===== src/rtl/config_pkg.sv =====
// Shared types and constants for the config chain and its serial loader.
package config_pkg;

    typedef enum logic [1:0] {
        IDLE  = 2'd0,
        SHIFT = 2'd1,
        DONE  = 2'd2
    } loaderStateT;

    localparam int ClockConfigWidth  = 4;
    localparam int SymCoeffsWidth    = 1;
    localparam int ConfigChainLength = ClockConfigWidth + SymCoeffsWidth;

    localparam logic [ConfigChainLength-1:0] DefaultConfig = 5'b11111;

endpackage


===== src/rtl/shift_tick.sv =====
// Prescaler: while enabled, emits a one-cycle tick every ShiftDiv+1 cycles.
module shift_tick #(
    parameter int ShiftDiv = 0,
    parameter int DivWidth = 8
) (
    input  logic clk,
    input  logic resetN,
    input  logic enable,
    input  logic clear,
    output logic tick
);

    localparam logic [DivWidth-1:0] DivLast = DivWidth'(ShiftDiv);

    logic [DivWidth-1:0] divCnt;

    // Tick is decoded from the counter register, so it is glitch-free and aligned to the cycle.
    assign tick = enable && (divCnt == DivLast);

    always_ff @(posedge clk or negedge resetN) begin
        if (!resetN) begin
            divCnt <= '0;
        end else if (clear) begin
            divCnt <= '0;
        end else if (enable) begin
            if (divCnt == DivLast) begin
                divCnt <= '0;
            end else begin
                divCnt <= divCnt + DivWidth'(1);
            end
        end
    end

endmodule


===== src/rtl/config_loader.sv =====
// Serial programming master: shifts a config word MSB-first into the chain
// while capturing the chain's previous contents as a readback word.
module config_loader
    import config_pkg::*;
#(
    parameter int ChainLength = ConfigChainLength,
    parameter int ShiftDiv    = 0,
    parameter int DivWidth    = 8
) (
    input  logic                   clk,
    input  logic                   resetN,
    input  logic                   start,
    input  logic [ChainLength-1:0] txData,
    output logic                   ready,
    output logic                   done,
    output logic [ChainLength-1:0] rxData,
    output logic                   serialEn,
    output logic                   serialOut,
    input  logic                   serialIn
);

    localparam int CntWidth = $clog2(ChainLength + 1);
    localparam logic [CntWidth-1:0] LastBit = CntWidth'(ChainLength - 1);

    loaderStateT state;
    loaderStateT stateNext;

    logic [ChainLength-1:0] txReg;
    logic [ChainLength-1:0] rxReg;
    logic [CntWidth-1:0]    bitCnt;
    logic                   tick;
    logic                   accept;
    logic                   lastPulse;

    assign accept    = (state == IDLE) && start;
    assign lastPulse = tick && (bitCnt == LastBit);

    shift_tick #(
        .ShiftDiv (ShiftDiv),
        .DivWidth (DivWidth)
    ) prescaler (
        .clk    (clk),
        .resetN (resetN),
        .enable (state == SHIFT),
        .clear  (accept),
        .tick   (tick)
    );

    always_ff @(posedge clk or negedge resetN) begin
        if (!resetN) begin
            state <= IDLE;
        end else begin
            state <= stateNext;
        end
    end

    always_comb begin
        stateNext = state;
        ready     = 1'b0;
        done      = 1'b0;
        serialOut = 1'b0;
        case (state)
            IDLE: begin
                ready = 1'b1;
                if (start) begin
                    stateNext = SHIFT;
                end
            end
            SHIFT: begin
                serialOut = txReg[ChainLength-1];
                if (lastPulse) begin
                    stateNext = DONE;
                end
            end
            DONE: begin
                done      = 1'b1;
                stateNext = IDLE;
            end
            default: stateNext = IDLE;
        endcase
    end

    // serialIn is sampled on the enable edge itself, i.e. before the chain moves.
    always_ff @(posedge clk or negedge resetN) begin
        if (!resetN) begin
            txReg  <= '0;
            rxReg  <= '0;
            bitCnt <= '0;
        end else if (accept) begin
            txReg  <= txData;
            rxReg  <= '0;
            bitCnt <= '0;
        end else if (tick) begin
            txReg  <= {txReg[ChainLength-2:0], 1'b0};
            rxReg  <= {rxReg[ChainLength-2:0], serialIn};
            bitCnt <= bitCnt + CntWidth'(1);
        end
    end

    assign serialEn = tick;
    assign rxData   = rxReg;

endmodule


===== config.mk =====
export PLATFORM = sky130hd
export DESIGN_NAME = config_loader
export DESIGN_NICKNAME = d
export VERILOG_FILES = /design/src/rtl/config_pkg.sv /design/src/rtl/shift_tick.sv /design/src/rtl/config_loader.sv
export SDC_FILE = /design/constraint.sdc
export NUM_CORES = 1
export LEC_CHECK = 0
export CELL_PAD_IN_SITES_DETAIL_PLACEMENT = 0
export CELL_PAD_IN_SITES_GLOBAL_PLACEMENT = 1
export CORE_AREA = 10 10 63 65
export DETAILED_ROUTE_END_ITERATION = 8
export DIE_AREA = 0 0 73 75
export PLACE_DENSITY = 0.82
export SETUP_SLACK_MARGIN = 0.4
export SLEW_MARGIN = 10
export SYNTH_ARGS = -nofsm -noshare
export SYNTH_HDL_FRONTEND = slang
export SYNTH_SLANG_ARGS = --single-unit

===== constraint.sdc =====
create_clock -name clk -period 2.9 [get_ports clk]
set_clock_uncertainty 0.05 [all_clocks]
set_input_delay 0.29 -clock clk [delete_from_list [all_inputs] [get_ports clk]]
set_output_delay 0.29 -clock clk [all_outputs]
set_load 0.01 [all_outputs]

After elaboration in Yosys (flattened, before gate mapping)

Cells that the tools add are included.

Muxes and demuxes: 15
Reduce and logical (&&, ||, !) cells: 8
Add/sub/neg operators: 2
Eq/ne operators: 5

Operator list:

| kind                                                            | count |
|---|---|
| 8-bit two-way mux                                               | 3 |
| 5-bit two-way mux                                               | 4 |
| 8-bit by 1-bit adder with 8-bit output, second input constant   | 1 |
| 8-bit logical NOT                                               | 1 |
| 3-bit two-way mux                                               | 2 |
| 2-bit two-way mux                                               | 2 |
| 2-bit != test, second input constant                            | 2 |
| 2-bit one-hot mux with 2 select lines                           | 1 |
| 2-bit nonzero test                                              | 2 |
| 3-bit by 1-bit adder with 3-bit output, second input constant   | 1 |
| 3-bit == test, second input constant                            | 1 |
| 1-bit logical AND                                               | 3 |
| 1-bit two-way mux                                               | 3 |
| 2-bit by 1-bit == test with 1-bit output, second input constant | 1 |
| 2-bit == test, second input constant                            | 1 |
| 2-bit logical NOT                                               | 1 |
| 2-bit AND reduction                                             | 1 |

Flip-flop bits (word level): 23
Bits of input ports: 9
Word-level logic and storage cells: 35

Depth between registers and ports, before layout

Depth after elaboration: 5
Gate-level depth with buffers: 7
Gate-level depth less buffers: 7

By module

A second synthesis with hierarchy kept.

Cell total of the unflattened synthesis: 105
Area, all modules: 1197.4 sq um

Modules (own cells, without submodules):

| module        | area each (sq um) | times used | cells an instance |
|---|---|---|---|
| config_loader | 720.7             | 1          | 57 |
| shift_tick    | 476.7             | 1          | 48 |

Least setup slack after synthesis

OpenSTA, ideal clock, no wires.

Path type: register -> output
Start: register prescaler.divCnt[0]
End: output serialEn
Required time: 2.560 ns
Stages on the path, launching flop included: 6
Path slack: 1.384 ns
Arrival: 1.176 ns
Buffers on the path: 0
Path through: dfrtp_1 > inv_1 > ha_1 > nor4b_4 > nand3_4 > inv_2

Longest elaborated chain between the ends: 2

RTL lines:

| element                | line                | RTL |
|---|---|---|
| from (decl)            | shift_tick.sv:15    | `logic [DivWidth-1:0] divCnt;` |
| from (signal assigned) | shift_tick.sv:29    | `divCnt <= divCnt + DivWidth'(1);` |
| 8-bit logical NOT      | shift_tick.sv:18    | `assign tick = enable && (divCnt == DivLast);` |
| 1-bit logical AND      | shift_tick.sv:18    |  |
| to (decl)              | config_loader.sv:17 | `output logic serialEn,` |

No other way between the ends.

Worst setup path after layout

Start: register state[0]
End: output serialOut

Longest elaborated chain between the ends: 2

RTL lines:

| element                                  | line                | RTL |
|---|---|---|
| from (decl)                              | config_loader.sv:25 | `loaderStateT state;` |
| from (signal assigned)                   | config_loader.sv:53 | `state <= stateNext;` |
| 2-bit by 1-bit == test with 1-bit output | config_loader.sv:62 | `case (state)` |
| 1-bit two-way mux                        | config_loader.sv:62 |  |
| to (decl)                                | config_loader.sv:18 | `output logic serialOut,` |

No other way between the ends.

==> out/summary.md <==
The flow ran to the end, and the final reports show no timing, DRC or antenna violations. Measured in cells, the most critical reg-to-reg path has a length of 7. In this run the clock root is driven by a sky130_fd_sc_hd__clkbuf_4. The proportion of synthesized flip-flops having asynchronous set or reset works out to 1.000. After synthesis, the most frequently instantiated cells are sky130_fd_sc_hd__dfrtp_1, sky130_fd_sc_hd__nand2_1, sky130_fd_sc_hd__nor2_1. In the routed design, unresolved DRC markers number 0.

The tree built by TritonCTS fans out to 23 sinks. The run gives 0 as the number of antenna violations at the first check in global routing. Dividing the synthesized area by the synthesized cell count gives 9.840 µm².

The tools report the final count of pins violating max slew as 0. The count of buffers added on input and output ports is 17. Pin placement for this block handled 18 I/O pins. Summed over all layers, the global routing overflow is 0. The total clock buffers created by CTS is 3, and the actual transition at the worst max-transition pin is 0.3914 ns.

The number of vias after detailed routing is 886. The netlist uses 32 different library cells. Using the TritonRoute via totals, the vias-per-cell ratio works out to 5.181. The post-synthesis cell count was 118; the pre-CTS worst setup slack was 0.5804 ns. The post-route worst setup slack was 0.7811 ns. The footprint of the multi-input gates was 539.3 µm². Derived from the worst setup path, the maximum achievable clock frequency is 471.9 MHz. The run gives 0 as the number of endpoints with negative hold slack in the final report. The worst hold path belongs to the class in2async. The post-detailed-route count of antenna-violating nets is 0. At the end of routability-driven placement, the weighted congestion stood at 0.8161. Most used routing layer in global routing: met2. The logs give 0.03679 for the met3 routing resource usage after global routing and 24 for the pin count of the biggest net entering global routing. The HPWL after detailed placement is 1.789 mm. The H-tree depth was 1. For the global routing usage summed across all routing layers, the log shows 0.09313. The area share of the largest cell type after synthesis was 0.4957. The worst register-to-register path ends at prescaler.divCnt[3]$_DFFE_PN0P_. The clock latency reported for the late side of the worst-skew pair was 0.30 ns. The synthesized design spends more area on one cell type than any other, namely sky130_fd_sc_hd__dfrtp_1.

STA puts the critical path data arrival time at 1.78 ns. Setup violations remaining at the end of the flow were counted as 0. The horizontal extent of the die was 73 µm; the number of nets in the final layout was 154. The violation count after the first detailed-routing iteration came out at 25.

0 antenna diodes ended up in the layout. Power spread over the standard cell area amounts to 342.9 mW/mm². The layout overhead on the synthesized area works out to 21.66%. For this design the static power due to leakage is 0.6514 nW. The count of warnings emitted by yosys is 0, and the share of cells above drive strength 1 is 0.1500.

Clock input transition at the sequential cells of the worst setup and hold paths: 0.12 ns. TritonCTS built the clock tree. The die is 75 µm tall. The count of maximum capacitance violations is 0.

Adding up every negative setup slack in the final design gives 0 ns. The final cycle utilization of the critical path was 0.7307; the wire length of the first global-routing pass was 4.071 mm. The tools report the reg-to-reg critical path startpoint as prescaler.divCnt[1]$_DFFE_PN0P_. The sequential area share after synthesis was 0.4957; the minimum clock period after layout was 2.119 ns. After detailed routing, the total wire length is 2.412 mm. Quantity of hold-fixing buffers added after cts: 0.

Counting flops and latches in the post-synthesis netlist gives 23. The run gives 0.002710 mm² as the core region area. Fill cells in the final layout number 263. The run gives 0.7384 as the worst slew margin relative to its limit. For the worst setup path, the data required time is 2.56 ns.

The run gives 0.001161 mm² as the summed instance area of the synthesized netlist. The sequential cells in the finished layout cover a total of 575.6 µm². Most common flop cell mapped by yosys: sky130_fd_sc_hd__dfrtp_1.

The logs give 2 for the deepest clock path buffer count and 0.005475 mm² for the die outline area. Kind of end point of the critical path: an output pin. The logs give 1.19 ns for the register-to-register path setup slack and 3 for the first-pass detailed-route iteration total.

The maximum net fanout on the critical path is 8. The setup path with the least slack is of type reg2out. Setup repair after global routing left no endpoint under its margin. The met2 routing resource usage after global routing came out at 0.1394.

The tools report the via count of the first global-routing pass as 871. The global-route met1 utilization came out at 0.1145. In this run, synthesis inferred 0 flip-flops with an integrated enable. Sorting the synthesized cells by area gives the leading types as sky130_fd_sc_hd__dfrtp_1, sky130_fd_sc_hd__nand2_1, sky130_fd_sc_hd__nand3_1. Routed wire length per instance: 14.11 µm. The logs give 0.4284 for the starting density of the core and 131 for the synthesized netlist net count. In this run the core area contains 19 standard-cell rows. The type of origin of the critical path was a flop. Most common cell in the synthesized netlist: sky130_fd_sc_hd__dfrtp_1. VDD sags by at most 0.0002060 V.
==> through the flow <==
step | area [µm²] | instances | power [W] | hold slack, ns | utilization
6_report | 1413 | 171 | 0.0004844 | 0.2791 | 0.5212
5_1_grt | 1413 | 171 | 0.0005092 | 0.3150 | 0.5212
4_1_cts | 1388 | 168 | 0.0004914 | 0.2849 | 0.5120
3_5_place_dp | 1354 | 163 | 0.0003459 | 0.4413 | 0.4995
3_3_place_gp | 1354 | 163 | 0.0003457 | 0.4371 | 0.4995
2_1_floorplan | 1161 | 118 | 0.0003271 | -0.05559 | -
==> routing by layer <==
layer | routed length [µm] | up-vias | part of all wire
met4 | 16 | 0 | 0.0066
met1 | 1126 | 419 | 0.47
met5 | 0 | - | 0
met2 | 1070 | 17 | 0.44
li1 | - | 448 | -
met3 | 198 | 2 | 0.082
==> kinds of logic (layout without fill, tap and decap cells) <==
kind of cell | Yosys count | after routing | share of synthesized area
XOR/XNOR | 7 | 7 | 0.05280
adder cells (fa/ha/maj) | 4 | 4 | 0.04311
AND/OR/NAND/NOR | 58 | 58 | 0.2640
flip-flops | 23 | 23 | 0.4957
AO/OA/AOI/OAI | 16 | 16 | 0.1045
buffers and inverters | 10 | 32 | 0.03987
==> timing repair <==
item,4_1_cts,5_1_grt
pin swaps,1,0
resized for setup,0,1
setup buffers,1,3
endpoints found under the setup margin,1,1
==> cell type report <==
class,count,area share
Clock buffer,4,0.01860
Timing Repair Buffer,22,0.1488
Sequential cell,23,0.4074
Inverter,6,0.01594
Tap cell,31,0.02746
Multi-Input combinational cell,85,0.3818
==> flip-flops by register name, indices dropped and copies added, names as in the netlist <==
register          count
bitCnt                3
rxData                5
txReg                 5
state                 2
prescaler.divCnt      8
==> how the worst max path moves through the flow <==
stage                                    start   endpoint  slack, ns
2_1_floorplan  prescaler.divCnt[0]$_DFFE_PN0P_   serialEn       1.38
3_3_place_gp   prescaler.divCnt[0]$_DFFE_PN0P_   serialEn       0.64
3_5_place_dp   prescaler.divCnt[0]$_DFFE_PN0P_   serialEn       0.58
4_1_cts        prescaler.divCnt[0]$_DFFE_PN0P_   serialEn       0.42
5_1_grt                   state[0]$_DFFE_PN0P_  serialOut       0.67
6_report                  state[0]$_DFFE_PN0P_  serialOut       0.78
==> critical path, cell delays in order (launching register included) <==
cell,delay (ns)
sky130_fd_sc_hd__dfrtp_1,0.49
sky130_fd_sc_hd__and2b_2,0.29
sky130_fd_sc_hd__and2_1,0.16
sky130_fd_sc_hd__clkdlybuf4s50_1,0.54
==> cells in the final DEF, fill, tap and decap left out, drive strengths merged <==
cell type       n
o22ai           3
o21bai          1
nand3          12
and3            1
nor4            1
nand2          19
xor2            3
buf             5
nor2           13
dlymetal6s2s    1
nor2b           1
and2            2
dfrtp          23
nand4           4
nor4b           1
o21ba           1
o31ai           1
nor3            2
and2b           1
clkdlybuf4s50  16
a22oi           1
clkbuf          4
ha              4
o21ai           5
a21oi           3
inv             6
xnor2           4
o211ai          1
and4            1
==> power breakdown <==
| part | switching (W) | internal [W] | total [W] |
|---|---|---|---|
| combinational | 0.00000793 | 0.0000105 | 0.0000184 |
| clock | 0.0000918 | 0.0000536 | 0.000145 |
| sequential | 0 | 0.000321 | 0.000321 |
Power figures use the tool's default switching activity.
